[src/rtl/mxint8_block_assembler_if.sv]
// Stream bundle for mxint8_block_assembler: element input stream and assembled-block output stream.
// o_sat exists only when MXINT8_ASSEMBLER_SAT_EN is defined.
interface mxint8_block_assembler_if #(
  parameter int BLOCK_SIZE  = 32,
  parameter int ELEM_WIDTH  = 8,
  parameter int SCALE_WIDTH = 8
);
  localparam int LEN_W = $clog2(BLOCK_SIZE + 1);

  logic                   i_elem_valid;
  logic                   o_elem_ready;
  logic [ELEM_WIDTH-1:0]  i_elem;
  logic                   i_elem_last;
  logic [SCALE_WIDTH-1:0] i_scale;

  logic                   o_blk_valid;
  logic                   i_blk_ready;
  logic [ELEM_WIDTH-1:0]  o_mxint8_elements [0:BLOCK_SIZE-1];
  logic [SCALE_WIDTH-1:0] o_scale;
  logic [LEN_W-1:0]       o_len;
  logic                   o_padded;
`ifdef MXINT8_ASSEMBLER_SAT_EN
  logic                   o_sat;
`endif

  // Assembler side
  modport slave (
    input  i_elem_valid, i_elem, i_elem_last, i_scale, i_blk_ready,
    output o_elem_ready, o_blk_valid, o_mxint8_elements, o_scale, o_len, o_padded
`ifdef MXINT8_ASSEMBLER_SAT_EN
    , output o_sat
`endif
  );

  // Producer/consumer side
  modport master (
    output i_elem_valid, i_elem, i_elem_last, i_scale, i_blk_ready,
    input  o_elem_ready, o_blk_valid, o_mxint8_elements, o_scale, o_len, o_padded
`ifdef MXINT8_ASSEMBLER_SAT_EN
    , input o_sat
`endif
  );
endinterface

[src/rtl/mxint8_block_assembler.sv]
// Serial-to-block front end: collects MXINT8 elements plus shared E8M0 scale into one parallel block.
// Define MXINT8_ASSEMBLER_SAT_EN to rewrite element 0x80 as 0x81 and report it on o_sat.
module mxint8_block_assembler #(
  parameter int BLOCK_SIZE  = 32,
  parameter int ELEM_WIDTH  = 8,
  parameter int SCALE_WIDTH = 8
) (
  input logic                     clk,
  input logic                     rst_n,
  mxint8_block_assembler_if.slave bus
);
  localparam int CNT_W = $clog2(BLOCK_SIZE);
  localparam int LEN_W = $clog2(BLOCK_SIZE + 1);
  localparam logic [CNT_W-1:0] LAST_IDX = CNT_W'(BLOCK_SIZE - 1);
  localparam logic [LEN_W-1:0] FULL_LEN = LEN_W'(BLOCK_SIZE);

  typedef enum logic {S_COLLECT, S_PENDING} state_e;

  state_e                 r_state;
  state_e                 w_state_nxt;

  logic [ELEM_WIDTH-1:0]  r_cbuf [0:BLOCK_SIZE-1];
  logic [SCALE_WIDTH-1:0] r_cscale;
  logic [CNT_W-1:0]       r_cnt;
  logic [LEN_W-1:0]       r_len;

  logic [ELEM_WIDTH-1:0]  r_elems [0:BLOCK_SIZE-1];
  logic [SCALE_WIDTH-1:0] r_scale;
  logic [LEN_W-1:0]       r_out_len;
  logic                   r_padded;
  logic                   r_blk_valid;

  logic                   w_elem_ready;
  logic                   w_accept;
  logic                   w_first;
  logic                   w_complete;
  logic                   w_slot_free;
  logic                   w_load;
  logic [ELEM_WIDTH-1:0]  w_elem_in;
  logic [ELEM_WIDTH-1:0]  w_src_elems [0:BLOCK_SIZE-1];
  logic [SCALE_WIDTH-1:0] w_src_scale;
  logic [LEN_W-1:0]       w_src_len;

  // Handshake and block-boundary decode
  assign w_elem_ready = rst_n & (r_state == S_COLLECT);
  assign w_accept     = bus.i_elem_valid & w_elem_ready;
  assign w_first      = (r_cnt == '0);
  assign w_complete   = w_accept & ((r_cnt == LAST_IDX) | bus.i_elem_last);
  assign w_slot_free  = ~r_blk_valid | bus.i_blk_ready;

`ifdef MXINT8_ASSEMBLER_SAT_EN
  logic w_rewrite;
  logic w_csat_nxt;
  logic r_csat;
  logic r_sat;

  // 0x80 has no symmetric positive partner; clamp it to 0x81
  assign w_rewrite  = (bus.i_elem == {1'b1, {(ELEM_WIDTH-1){1'b0}}});
  assign w_elem_in  = w_rewrite ? {1'b1, {(ELEM_WIDTH-2){1'b0}}, 1'b1} : bus.i_elem;
  assign w_csat_nxt = w_accept ? ((r_csat & ~w_first) | w_rewrite) : r_csat;
`else
  assign w_elem_in  = bus.i_elem;
`endif

  // A pending block has no accept in flight, so one source path serves both load cases
  assign w_src_len   = (r_state == S_PENDING) ? r_len : (LEN_W'(r_cnt) + LEN_W'(1));
  assign w_src_scale = (w_accept & w_first) ? bus.i_scale : r_cscale;

  // NOTE: every always_comb output gets a default before any branch, so no latch is inferred.
  always_comb begin
    for (int i = 0; i < BLOCK_SIZE; i++) begin
      w_src_elems[i] = r_cbuf[i];
      if (w_accept && (r_cnt == CNT_W'(i))) w_src_elems[i] = w_elem_in;
      if (LEN_W'(i) >= w_src_len)          w_src_elems[i] = '0;
    end
  end

  always_comb begin
    w_state_nxt = r_state;
    w_load      = 1'b0;
    case (r_state)
      S_COLLECT: begin
        if (w_complete) begin
          if (w_slot_free) w_load = 1'b1;
          else             w_state_nxt = S_PENDING;
        end
      end
      S_PENDING: begin
        if (w_slot_free) begin
          w_load      = 1'b1;
          w_state_nxt = S_COLLECT;
        end
      end
      default: w_state_nxt = S_COLLECT;
    endcase
  end

  // NOTE: sequential state uses non-blocking assignments so every flop samples pre-edge values.
  always_ff @(posedge clk or negedge rst_n) begin
    if (!rst_n) r_state <= S_COLLECT;
    else        r_state <= w_state_nxt;
  end

  // NOTE: the collect buffer is not reset; entries at or beyond len are masked on load.
  always_ff @(posedge clk) begin
    if (w_accept) r_cbuf[r_cnt] <= w_elem_in;
  end

  always_ff @(posedge clk or negedge rst_n) begin
    if (!rst_n) begin
      r_cnt    <= '0;
      r_cscale <= '0;
      r_len    <= '0;
`ifdef MXINT8_ASSEMBLER_SAT_EN
      r_csat   <= 1'b0;
`endif
    end else if (w_accept) begin
      r_cnt <= w_complete ? '0 : (r_cnt + 1'b1);
      if (w_first)    r_cscale <= bus.i_scale;
      if (w_complete) r_len    <= w_src_len;
`ifdef MXINT8_ASSEMBLER_SAT_EN
      r_csat <= w_csat_nxt;
`endif
    end
  end

  // Output register set; a load and a drain on the same edge keep valid high
  always_ff @(posedge clk or negedge rst_n) begin
    if (!rst_n) begin
      r_elems     <= '{default: '0};
      r_scale     <= '0;
      r_out_len   <= '0;
      r_padded    <= 1'b0;
      r_blk_valid <= 1'b0;
`ifdef MXINT8_ASSEMBLER_SAT_EN
      r_sat       <= 1'b0;
`endif
    end else begin
      if (w_load) begin
        r_elems   <= w_src_elems;
        r_scale   <= w_src_scale;
        r_out_len <= w_src_len;
        r_padded  <= (w_src_len != FULL_LEN);
`ifdef MXINT8_ASSEMBLER_SAT_EN
        r_sat     <= w_csat_nxt;
`endif
      end
      if (w_load)                r_blk_valid <= 1'b1;
      else if (bus.i_blk_ready)  r_blk_valid <= 1'b0;
    end
  end

  assign bus.o_elem_ready      = w_elem_ready;
  assign bus.o_blk_valid       = r_blk_valid;
  assign bus.o_mxint8_elements = r_elems;
  assign bus.o_scale           = r_scale;
  assign bus.o_len             = r_out_len;
  assign bus.o_padded          = r_padded;
`ifdef MXINT8_ASSEMBLER_SAT_EN
  assign bus.o_sat             = r_sat;
`endif
endmodule

[src/flat_wrapper.sv]
// flat-port wrapper written by rule: the top's interface ports become plain ports
module mxint8_block_assembler_flat 
#(
  parameter int BLOCK_SIZE  = 32,
  parameter int ELEM_WIDTH  = 8,
  parameter int SCALE_WIDTH = 8
)
  (clk, rst_n, bus_i_elem_valid, bus_i_elem, bus_i_elem_last, bus_i_scale, bus_i_blk_ready, bus_o_elem_ready, bus_o_blk_valid, bus_o_mxint8_elements, bus_o_scale, bus_o_len, bus_o_padded);
  mxint8_block_assembler_if #(.BLOCK_SIZE(BLOCK_SIZE), .ELEM_WIDTH(ELEM_WIDTH), .SCALE_WIDTH(SCALE_WIDTH)) bus_i ();
  input logic clk;
  input logic rst_n;
  input wire logic [$bits(bus_i.i_elem_valid)-1:0] bus_i_elem_valid;
  input wire logic [$bits(bus_i.i_elem)-1:0] bus_i_elem;
  input wire logic [$bits(bus_i.i_elem_last)-1:0] bus_i_elem_last;
  input wire logic [$bits(bus_i.i_scale)-1:0] bus_i_scale;
  input wire logic [$bits(bus_i.i_blk_ready)-1:0] bus_i_blk_ready;
  output wire logic [$bits(bus_i.o_elem_ready)-1:0] bus_o_elem_ready;
  output wire logic [$bits(bus_i.o_blk_valid)-1:0] bus_o_blk_valid;
  output wire logic [$bits(bus_i.o_mxint8_elements)-1:0] bus_o_mxint8_elements;
  output wire logic [$bits(bus_i.o_scale)-1:0] bus_o_scale;
  output wire logic [$bits(bus_i.o_len)-1:0] bus_o_len;
  output wire logic [$bits(bus_i.o_padded)-1:0] bus_o_padded;
  assign bus_i.i_elem_valid = bus_i_elem_valid;
  assign bus_i.i_elem = bus_i_elem;
  assign bus_i.i_elem_last = bus_i_elem_last;
  assign bus_i.i_scale = bus_i_scale;
  assign bus_i.i_blk_ready = bus_i_blk_ready;
  assign bus_o_elem_ready = bus_i.o_elem_ready;
  assign bus_o_blk_valid = bus_i.o_blk_valid;
  assign bus_o_mxint8_elements = {>>{bus_i.o_mxint8_elements}};
  assign bus_o_scale = bus_i.o_scale;
  assign bus_o_len = bus_i.o_len;
  assign bus_o_padded = bus_i.o_padded;
  mxint8_block_assembler #(.BLOCK_SIZE(BLOCK_SIZE), .ELEM_WIDTH(ELEM_WIDTH), .SCALE_WIDTH(SCALE_WIDTH)) u_core (.clk(clk), .rst_n(rst_n), .bus(bus_i));
endmodule
[config.mk]
export PLATFORM = sky130hd
export DESIGN_NAME = mxint8_block_assembler_flat
export DESIGN_NICKNAME = d
export VERILOG_FILES = /design/src/rtl/mxint8_block_assembler_if.sv /design/src/rtl/mxint8_block_assembler.sv /design/src/flat_wrapper.sv
export SDC_FILE = /design/constraint.sdc
export NUM_CORES = 1
export LEC_CHECK = 0
export ABC_AREA = 1
export BUFFER_PORTS_ARGS = -buffer_cell sky130_fd_sc_hd__buf_2
export CAP_MARGIN = 10
export CORE_ASPECT_RATIO = 0.9
export CORE_UTILIZATION = 60
export CTS_BUF_LIST = sky130_fd_sc_hd__clkbuf_8 sky130_fd_sc_hd__clkbuf_16
export CTS_CLUSTER_DIAMETER = 120
export CTS_CLUSTER_SIZE = 30
export DETAILED_ROUTE_END_ITERATION = 12
export GPL_ROUTABILITY_DRIVEN = 0
export PLACE_DENSITY = 0.87
export SLEW_MARGIN = 20
export SYNTH_ARGS = -nofsm -noshare
export SYNTH_HDL_FRONTEND = slang
export SYNTH_SLANG_ARGS = --single-unit
[constraint.sdc]
create_clock -name clk -period 6.5 [get_ports clk]
set_clock_uncertainty 0.1 [all_clocks]
set_input_delay 0.65 -clock clk [delete_from_list [all_inputs] [get_ports clk]]
set_output_delay 0.65 -clock clk [all_outputs]
set_load 0.02 [all_outputs]
==> results of run 1 <==
critical path: stages, from the launching register on:
cell and delay (ps):
dfrtp_1 500, ha_1 300, inv_1 160, nor2_1 90, ha_1 330, nand2_1 70, o21ai_2 140, nand3_2 690
nor2_2 620, nand2_1 370, nand3_1 180, nand2_1 70
how the worst max path moves through the flow:
| stage | start | end | depth (start not counted) |
|---|---|---|---|
| after floorplan | rst_n | u_core.r_cbuf[15][0] | 7 |
| after global placement | rst_n | u_core.r_cbuf[0][3] | 7 |
| after detailed placement | rst_n | u_core.bus.o_scale[6] | 9 |
| after CTS | u_core.r_cnt[0] | u_core.bus.o_mxint8_elements[102] | 11 |
| after global routing | rst_n | u_core.bus.o_scale[6] | 9 |
| final | u_core.r_cnt[0] | u_core.bus.o_mxint8_elements[214] | 11 |
metal layers:
metal	routed length, um	vias up	part of all wire, %
li1	-	8273	-
met1	24200	8642	39
met2	28700	1128	47
met3	6790	160	11
met4	2010	0	3.3
met5	0	-	0
cell type report:
type / count / area [um2] / share of cell area, %
Tap cell: 483 / 604 / 2.39
Multi-Input combinational cell: 1617 / 7050 / 27.9
Sequential cell: 548 / 15000 / 59.3
Timing Repair Buffer: 315 / 1690 / 6.67
Inverter: 76 / 285 / 1.13
Clock inverter: 17 / 81.3 / 0.322
Clock buffer: 23 / 576 / 2.28
cells in the final DEF (no fill, tap or decap), types with 5 or more instances in the layout:
cell type    n
a21oi_1     66
a31oi_1      8
buf_2      292
buf_4       19
clkbuf_16   23
dfrtp_1    292
edfxtp_1   256
ha_1         7
inv_1       74
inv_2       13
nand2_1    937
nand2_2      6
nand3_1    226
nand4_1     30
nor2_1      79
nor2_2       9
nor2_4       6
o21ai_0    177
o21ai_1     46
o21ai_2      5
where the power goes:
group	total, mW	switching, mW	internal, mW
logic	1.46	1.08	0.382
registers	4.15	0.204	3.94
clock network	1.70	1.04	0.661
total	7.31	2.32	4.99
state kept, by name, indices dropped and copies added, names as in the netlist:
name	flops
u_core.r_len	6
u_core.bus.o_scale	8
u_core.bus.o_len	6
u_core.r_state	1
u_core.bus.o_mxint8_elements	256
u_core.r_cscale	8
u_core.bus.o_blk_valid	1
u_core.bus.o_padded	1
u_core.r_cbuf	256
u_core.r_cnt	5
cell families (layout without fill, tap and decap cells):
kind of cell	after synthesis	count (layout)	synth area share [%]
flops	548	548	65.7
fa+ha+maj	7	7	0.384
buf+inv	201	431	3.59
simple gates	1303	1303	23.5
compound gates	307	307	6.86
metrics by stage:
stage                     cell area, um2  setup WS (ps)
after floorplan                    22800           4030
after global placement             24600           2530
after detailed placement           24600           2300
after CTS                          25300           2670
after global routing               25300           2510
final                              25300           2740
==> results.txt, run 1 <==
Final HPWL DP -> 38800 um
Final Critical Period -> 3760 ps
# rows -> 67
Buffers on Ports -> 293
Core region area -> 37400 um2
Post-CTS Resized -> 0
Post-Synthesis Cells -> 2366
GR Overflow Total -> 0
# setup viols final -> 0
Crit path DAT -> 4110 ps
Synth Warn # -> 0
Ys async rst share -> 53.3%
Synth-to-Final Area Change -> 10.7%
Reg2Reg Setup Slack -> 2740 ps
Iter 0 DRT Violations -> 2464
M1 GR Usage -> 45.1%
Num CTS Buffers -> 22
Clock sink count -> 548
Starting Density -> 61.1%
Clk slew on worst S/H paths -> 110 ps
Worst Setup Start Kind -> flip-flop
Post-DRT Antenna Nets -> 0
IO Count -> 294
CTS tree -> yes
Drc violations -> 0
FF-to-FF path depth -> 11
Net Count, Synth -> 2394
Post-CTS Setup Bufs -> 0
WL/cell -> 20.0 um
Busiest grt layer -> met2
Number of synthesized register bits -> 548
Status -> finished, final reports clean
Fin util -> 67.6%
Launch point of the worst reg-to-reg path -> u_core.r_cnt[0]
Share of layout cells above drive strength 1 -> 14.9%
Die ar. -> 38800 um2
GR Util All Layers -> 31.6%
Post-synth cell types -> 27
Fill cells -> 2767
Number of synthesized flops with an enable pin -> 256
Die height -> 187 um
Final Slew Violations -> 0
Unrepaired setup endpoints after global routing -> no
Top FF cell, synth -> dfrtp_1
Cell taking the most area after synthesis -> edfxtp_1
Mean Syn Cell Area -> 9.65 um2
Fmax -> 0.266 GHz
Fin Hold WS -> 2.95 ps
Worst EP required -> 6850 ps
CTS max path bufs -> 3
Aggregate routed wire length -> 61600 um
Antenna violations before repair -> 0
Fraction of the cycle the final worst path needs -> 57.8%
Yosys top cell area share -> 33.7%
Final Hold Fails -> 0
Met2 Use GR -> 49.6%
Vias per cell -> 5.91
DRT Pass-1 Iters -> 8
Most common cell in the synthesized netlist -> nand2_1
Maximum VDD drop -> 0.281 mV
Die width -> 208 um
Via count -> 18203
Worst Max-Slew Pin Slew -> 1200 ps
Crit. End Element -> flip-flop
Largest net degree at the start of global routing -> 138
Pwr dens -> 289 nW/um2
DP Cell Count -> 3039
Layout Cells excl Fill -> 3079
Hold_buf cts -> 0
Total Nets Final -> 2608
Synth top area cells -> edfxtp_1 (34%), dfrtp_1 (32%), nand2_1 (15%), nand3_1 (5.0%), o21ai_0 (3.9%)
Leakage power -> 12.5 nW
Clk_lat worst skew -> 580 ps
Max_cap viols -> 0
CP Max Fanout -> 35
Tot Pwr -> 7.31 mW
M3 GR Usage -> 5.67%
Relative slew slack -> 19.8%
Synth cell count leaders -> nand2_1 (938), dfrtp_1 (292), edfxtp_1 (256)
Post-synthesis sequential area ratio -> 65.7%
Setup TNS Final -> 0 ps
Critical setup path kind -> flip-flop to flip-flop
First-pass GRT wire length -> 95400 um
R2r endpoint -> u_core.bus.o_mxint8_elements[214]
Post-Syn Area -> 22800 um2
Vias in the first global route -> 17029
Min-delay worst type -> input pin to async pin
Depth of the CTS H-tree -> 1
Clock root cell -> clkbuf_16
ANT cells -> 0
Note: power is estimated with default switching activity, not from simulation.
==> run 2, diff against run 1 <==
- ABC_AREA: 1 -> 0
- CORE_UTILIZATION: 60 -> 58
- PLACE_DENSITY: 0.87 -> 0.85
- clock period: 6.5 -> 3.8 ns (I/O delays scaled with it)
==> run 2 against run 1 <==
  * Global-route usage shrank 3.5 points
  * Hold slack gained 78 ps
  * Setup slack lost 2100 ps
  * Die area grew 1.0%
  * Critical path depth shrank 3
  * Synthesized cell count shrank 31%
  * Synthesized area shrank 2.3%
  * Final cell count shrank 22%
  * Total power grew 64%
  * Critical path type unchanged
  * Highest routed layer is now met5
==> results.txt, run 2 <==
First-pass GRT wire length -> 84900 um (-11%)
Clk slew on worst S/H paths -> 120 ps (about the same)
Met2 Use GR -> 44.0% (-5.6 points)
Synth cell count leaders -> dfrtp_1 (292), edfxtp_1 (256), mux2i_1 (256)
GR Overflow Total -> 0 (unchanged)
Cell taking the most area after synthesis -> edfxtp_1
Status -> finished, final reports clean
Clock root cell -> clkbuf_16
Number of synthesized register bits -> 548 (unchanged)
Synth Warn # -> 0 (unchanged)
Antenna violations before repair -> 3 (+3)
Tot Pwr -> 12.0 mW (+64%)
Crit. End Element -> flip-flop
# setup viols final -> 0 (unchanged)
Unrepaired setup endpoints after global routing -> no
Placed Area -> 24400 um2 (-1.0%)
Final Slew Violations -> 0 (unchanged)
Vias per cell -> 6.10 (+3.2%)
Most frequent cells in the layout -> buf_2 (292), dfrtp_1 (292), mux2i_1 (256), edfxtp_1 (256), nand2_1 (247)
M1 GR Usage -> 40.9% (-4.2 points)
Share of layout cells above drive strength 1 -> 22.6% (+7.7 points)
Post-Synthesis Cells -> 1638 (-31%)
Iter 0 DRT Violations -> 1485 (-40%)
Setup TNS Final -> 0 ps (unchanged)
Fraction of the cycle the final worst path needs -> 82.9% (+25 points)
Post-CTS Resized -> 0 (unchanged)
Final Instance Area -> 25100 um2 (-0.60%)
Critical setup path kind -> flip-flop to flip-flop
CTS max path bufs -> 3 (unchanged)
Relative slew slack -> 37.1% (+17 points)
Clock sink count -> 548 (unchanged)
Hold_buf cts -> 9 (+9)
Vias in the first global route -> 14292 (-16%)
Post-synthesis sequential area ratio -> 67.2% (+1.6 points)
IO Count -> 294 (unchanged)
Final Critical Period -> 3150 ps (-606 ps)
M3 GR Usage -> 4.72% (-0.95 points)
Worst EP required -> 4120 ps (-2730 ps)
Starting Density -> 59.4% (-1.7 points)
Via count -> 14624 (-20%)
Drc violations -> 0 (unchanged)
Busiest grt layer -> met2
Post-synth cell types -> 49 (+81%)
Maximum VDD drop -> 0.477 mV (+70%)
Synth top area cells -> edfxtp_1 (34%), dfrtp_1 (33%), mux2i_1 (11%), o31ai_1 (6.0%), nand2_1 (4.2%)
DRT Pass-1 Iters -> 6 (-2)
Core region area -> 37600 um2 (+0.45%)
Pwr dens -> 476 nW/um2 (+65%)
Most common cell in the synthesized netlist -> dfrtp_1
Leakage power -> 10.8 nW (-14%)
Clk_lat worst skew -> 570 ps (about the same)
Net Count, Synth -> 1666 (-30%)
Final Hold Fails -> 0 (unchanged)
Number of synthesized flops with an enable pin -> 256 (unchanged)
Final HPWL DP -> 35600 um (-8.3%)
Post-Syn Area -> 22300 um2 (-2.3%)
GR Util All Layers -> 28.1% (-3.5 points)
Post-DRT Antenna Nets -> 0 (unchanged)
Total Nets Final -> 1926 (-26%)
Top FF cell, synth -> dfrtp_1
Crit path DAT -> 3470 ps (-640 ps)
Worst Hold Depth -> 4
WL/cell -> 22.9 um (+15%)
Die ar. -> 39200 um2 (+1.0%)
Buffers on Ports -> 293 (unchanged)
Largest net degree at the start of global routing -> 112 (-19%)
Fill cells -> 2658 (-3.9%)
FF-to-FF path depth -> 8 (-3)
Yosys top cell area share -> 34.5% (+0.80 points)
Worst Max-Slew Pin Slew -> 939 ps (-257 ps)
Post-CTS Setup Bufs -> 0 (unchanged)
Reg area -> 15000 um2 (unchanged)
Min-delay worst type -> input pin to flip-flop
Aggregate routed wire length -> 55000 um (-11%)
Area of the multi-input gates -> 6840 um2 (-3.0%)
Mean Syn Cell Area -> 13.6 um2 (+41%)
CP Max Fanout -> 12 (-66%)
Max_cap viols -> 0 (unchanged)
Worst Setup Start Kind -> flip-flop
Die width -> 209 um (+0.51%)
Die height -> 188 um (+0.51%)
Synth-to-Final Area Change -> 12.6%
CTS tree -> yes
Num CTS Buffers -> 22 (unchanged)
Depth of the CTS H-tree -> 1 (unchanged)
Ys async rst share -> 53.3% (unchanged)
# rows -> 67 (unchanged)
Fmax -> 0.317 GHz (+19%)
run 2: changes by cell type after synthesis, sizes merged, moves of 8 or more:
cell and change:
nand2 -693, mux2i +256, nand3 -224, o21ai -183
o31ai +183, inv -59, a21oi -56, a211oi +50
nand4 -29, buf -24, mux2 +20, nor2 -19
clkbuf +8
run 2: where the power goes:
| part | total [mW] | internal, mW | switching [mW] |
|---|---|---|---|
| logic | 2.06 | 0.642 | 1.42 |
| clock network | 2.90 | 1.13 | 1.77 |
| registers | 6.99 | 6.68 | 0.311 |
| total | 12.0 | 8.46 | 3.50 |
run 2: through the flow:
step,cells,setup slack [ps],utilization (%),hold WS (ps)
after floorplan,1638,1280,-,-15.6
after global placement,2348,873,64.9,229
after detailed placement,2348,725,64.9,234
after CTS,2396,587,66.9,50.1
after global routing,2396,472,66.9,90.1
final,2397,649,66.9,81.3
run 2: final timing paths:
check | to | from | slack (ps)
max in group asynchronous | u_core.bus.o_mxint8_elements[37] | rst_n | 1620
min in group asynchronous | u_core.bus.o_scale[3] | rst_n | 210
worst max-delay path | u_core.bus.o_mxint8_elements[253] | u_core.r_cnt[0] | 650
worst max register to register | u_core.bus.o_mxint8_elements[253] | u_core.r_cnt[0] | 650
worst min-delay path | u_core.r_cnt[3] | bus_i_elem_last | 80
worst min register to register | u_core.bus.o_mxint8_elements[158] | u_core.bus.o_mxint8_elements[158] | 380
run 2: layout make-up:
| class | count | share of cell area [%] |
|---|---|---|
| diodes | 1 | 0.00996 |
| clock buffers | 23 | 2.29 |
| clock inverters | 16 | 0.344 |
| inverters | 14 | 0.209 |
| multi-input cells | 967 | 27.2 |
| flip-flops and latches | 548 | 59.7 |
| well taps | 483 | 2.41 |
| repair buffers | 345 | 7.83 |
run 2: logic make-up (layout without fill, tap and decap cells):
kind of cell | Yosys count | after routing | synth area share (%)
multiplexers | 276 | 276 | 12.5
flip-flops | 548 | 548 | 67.2
AND/OR/NAND/NOR | 373 | 373 | 7.49
AO/OA/AOI/OAI | 308 | 308 | 9.99
XOR/XNOR | 3 | 3 | 0.118
other | 0 | 1 | 0
adder cells (fa/ha/maj) | 7 | 7 | 0.393
buffers and inverters | 123 | 398 | 2.28
run 2: worst max-delay path: stages, from the launching register on:
cell     delay [ps]
dfrtp_1         520
ha_1            270
and3_1          230
ha_1            330
o21ai_1          90
or2_2           430
buf_4           240
nor3_2          580
o31ai_1         200
run 2: per-layer routing:
layer / part of all wire [%] / routed length, um
met1: 43 / 23500
met2: 47 / 25800
met3: 7.3 / 4000
met4: 2.9 / 1580
met5: 0.033 / 18
==> run 3, diff against run 2 <==
- ABC_AREA: 0 -> 1
- CORE_UTILIZATION: 58 -> 52
- PLACE_DENSITY: 0.85 -> 0.81
- clock period: 3.8 -> 2.7 ns (I/O delays scaled with it)
==> run 3 against run 2 <==
  * Critical endpoint is now u_core.bus.o_mxint8_elements[174]
  * Largest cell class unchanged
  * Setup slack worse by 560 ps
  * Clock power up 41%
  * Via count up 27%
  * Sequential power up 43%
  * Flip-flop and latch count unchanged
  * Highest routed layer unchanged
  * First-iteration DRC count up 65%
  * Combinational power up 83%
==> results.txt, run 3 (same netlist as run 1, synthesis figures left out) <==
Status -> finished, final reports clean
Buffers on Ports -> 293 (unchanged)
Fin util -> 61.0% (-5.9 points)
Fraction of the cycle the final worst path needs -> 96.7% (+14 points)
Vias per cell -> 5.72 (-6.2%)
Crit path DAT -> 3030 ps (-440 ps)
GR Overflow Total -> 0 (unchanged)
Unrepaired setup endpoints after global routing -> yes
Most frequent cells in the layout -> nand2_1 (927), buf_2 (292), dfrtp_1 (292)
DRT Pass-1 Iters -> 7 (+1)
CTS max path bufs -> 3 (unchanged)
Synth-to-Final Area Change -> 15.3%
Total Nets Final -> 2694 (+40%)
# rows -> 72 (+7.5%)
Iter 0 DRT Violations -> 2450 (+65%)
Leakage power -> 13.0 nW (+20%)
# setup viols final -> 0 (unchanged)
Clk slew on worst S/H paths -> 120 ps (about the same)
Aggregate routed wire length -> 64500 um (+17%)
Min-delay worst type -> input pin to flip-flop
Most common cell after layout, fill and taps aside -> nand2_1
Largest net degree at the start of global routing -> 150 (+34%)
Clock sink count -> 548 (unchanged)
Worst Max-Slew Pin Slew -> 839 ps (-100 ps)
Final HPWL DP -> 41900 um (+18%)
Final Critical Period -> 2610 ps (-539 ps)
First-pass GRT wire length -> 97800 um (+15%)
Crit. End Element -> flip-flop
Via count -> 18538 (+27%)
CTS tree -> yes
Critical setup path kind -> flip-flop to flip-flop
Fmax -> 0.383 GHz (+21%)
IO Count -> 294 (unchanged)
Pwr dens -> 678 nW/um2 (+42%)
Max_cap viols -> 0 (unchanged)
Worst Setup Start Kind -> flip-flop
Core region area -> 43200 um2 (+15%)
Final Slew Violations -> 0 (unchanged)
Die height -> 201 um (+6.8%)
Vias in the first global route -> 17300 (+21%)
Reg2Reg Setup Slack -> 90 ps (-560 ps)
Die width -> 223 um (+6.8%)
Placed Area -> 25300 um2 (+3.8%)
CP Max Fanout -> 110 (+98)
Antenna violations before repair -> 3 (unchanged)
Depth of the CTS H-tree -> 1 (unchanged)
Maximum VDD drop -> 0.581 mV (+22%)
Num CTS Buffers -> 22 (unchanged)
Relative slew slack -> 44.0% (+6.9 points)
Drc violations -> 0 (unchanged)
Die ar. -> 44800 um2 (+14%)
Clk_lat worst skew -> 590 ps (+20 ps)
Post-DRT Antenna Nets -> 0 (unchanged)
Starting Density -> 52.9% (-6.5 points)
Final Instance Area -> 26300 um2 (+4.8%)
GR Util All Layers -> 28.1% (about the same)
Final Hold Fails -> 0 (unchanged)
Clock root cell -> clkbuf_16
Share of layout cells above drive strength 1 -> 17.9% (-4.6 points)
Worst EP required -> 3120 ps (-1000 ps)
WL/cell -> 19.9 um (-13%)
## run 3: changes by cell type in the layout (fill, tap and decap cells not counted), sizes merged, moves of 20 or more
| cell | previous run | this run |
|---|---|---|
| a211oi | 50 | 0 |
| mux2i | 256 | 0 |
| buf | 336 | 386 |
| nand4 | 1 | 30 |
| mux2 | 20 | 0 |
| inv | 29 | 89 |
| nand3 | 6 | 230 |
| a21oi | 10 | 66 |
| o21ai | 46 | 229 |
| o31ai | 183 | 0 |
| nor2 | 75 | 95 |
| nand2 | 252 | 946 |
## run 3: final cells by class
type                    instances  area, um2
multi-input cells            1619       7140
clock inverters                17       90.1
fillers                      3438      16800
inverters                      76        285
diodes                          2       5.00
clock buffers                  23        576
well taps                     555        694
repair buffers                399       2560
flip-flops and latches        548      15000
## run 3: metrics by stage
| step | instances | TNS [ps] | hold WS (ps) | power [mW] | worst slack, ps |
|---|---|---|---|---|---|
| after CTS | 3223 | 0 | 0.546 | 17.8 | 59.7 |
| final | 3239 | 0 | 32.6 | 17.8 | 88.1 |
| after global placement | 3173 | -1920 | 358 | 13.6 | -72.0 |
| after floorplan | 2366 | 0 | -126 | 12.1 | 413 |
| after detailed placement | 3173 | 0 | 361 | 13.8 | 28.4 |
| after global routing | 3237 | -894 | 27.5 | 18.5 | -69.6 |
## run 3: critical path, stage by stage (launching register included)
cell	delay (ps)
dfrtp_1	410
ha_1	230
inv_1	90
nor2_1	70
buf_4	130
ha_1	210
nor2_1	190
nor2_2	110
o21ai_4	230
buf_12	380
nand2_1	130
nand2_1	110
## run 3: where the power goes
part	leakage [nW]	internal (mW)	switching, mW
logic	6.41	1.06	2.71
clock network	0.380	1.59	2.51
registers	6.23	9.50	0.479
total	13.0	12.2	5.70
## run 3: path summary, 6_finish.rpt
path,from,end,cells after the start
setup / recovery,u_core.r_cnt[0],u_core.bus.o_mxint8_elements[174],11
setup reg to reg,u_core.r_cnt[0],u_core.bus.o_mxint8_elements[174],11
hold reg to reg,u_core.bus.o_mxint8_elements[81],u_core.bus.o_mxint8_elements[81],2
hold / removal,bus_i_elem_last,u_core.r_cnt[0],4
min in group asynchronous,rst_n,u_core.bus.o_mxint8_elements[36],3
max in group asynchronous,rst_n,u_core.bus.o_mxint8_elements[160],4
## run 3: timing repair
action	in CTS	in global routing
setup endpoints to repair	12	127
setup buffers	0	9
hold buffers	10	0
cloned	0	5
endpoints found under the hold margin	74	0
resized for setup	2	28
pin swaps	0	4
## run 3: routing by layer
| layer | GRT usage [%] | wire (um) | vias to the layer above |
|---|---|---|---|
| met5 | 0 | 10 | - |
| li1 | - | - | 8462 |
| met2 | 43.4 | 29100 | 1065 |
| met4 | 7.78 | 1860 | 2 |
| met3 | 5.72 | 6760 | 148 |
| met1 | 40.6 | 26700 | 8861 |
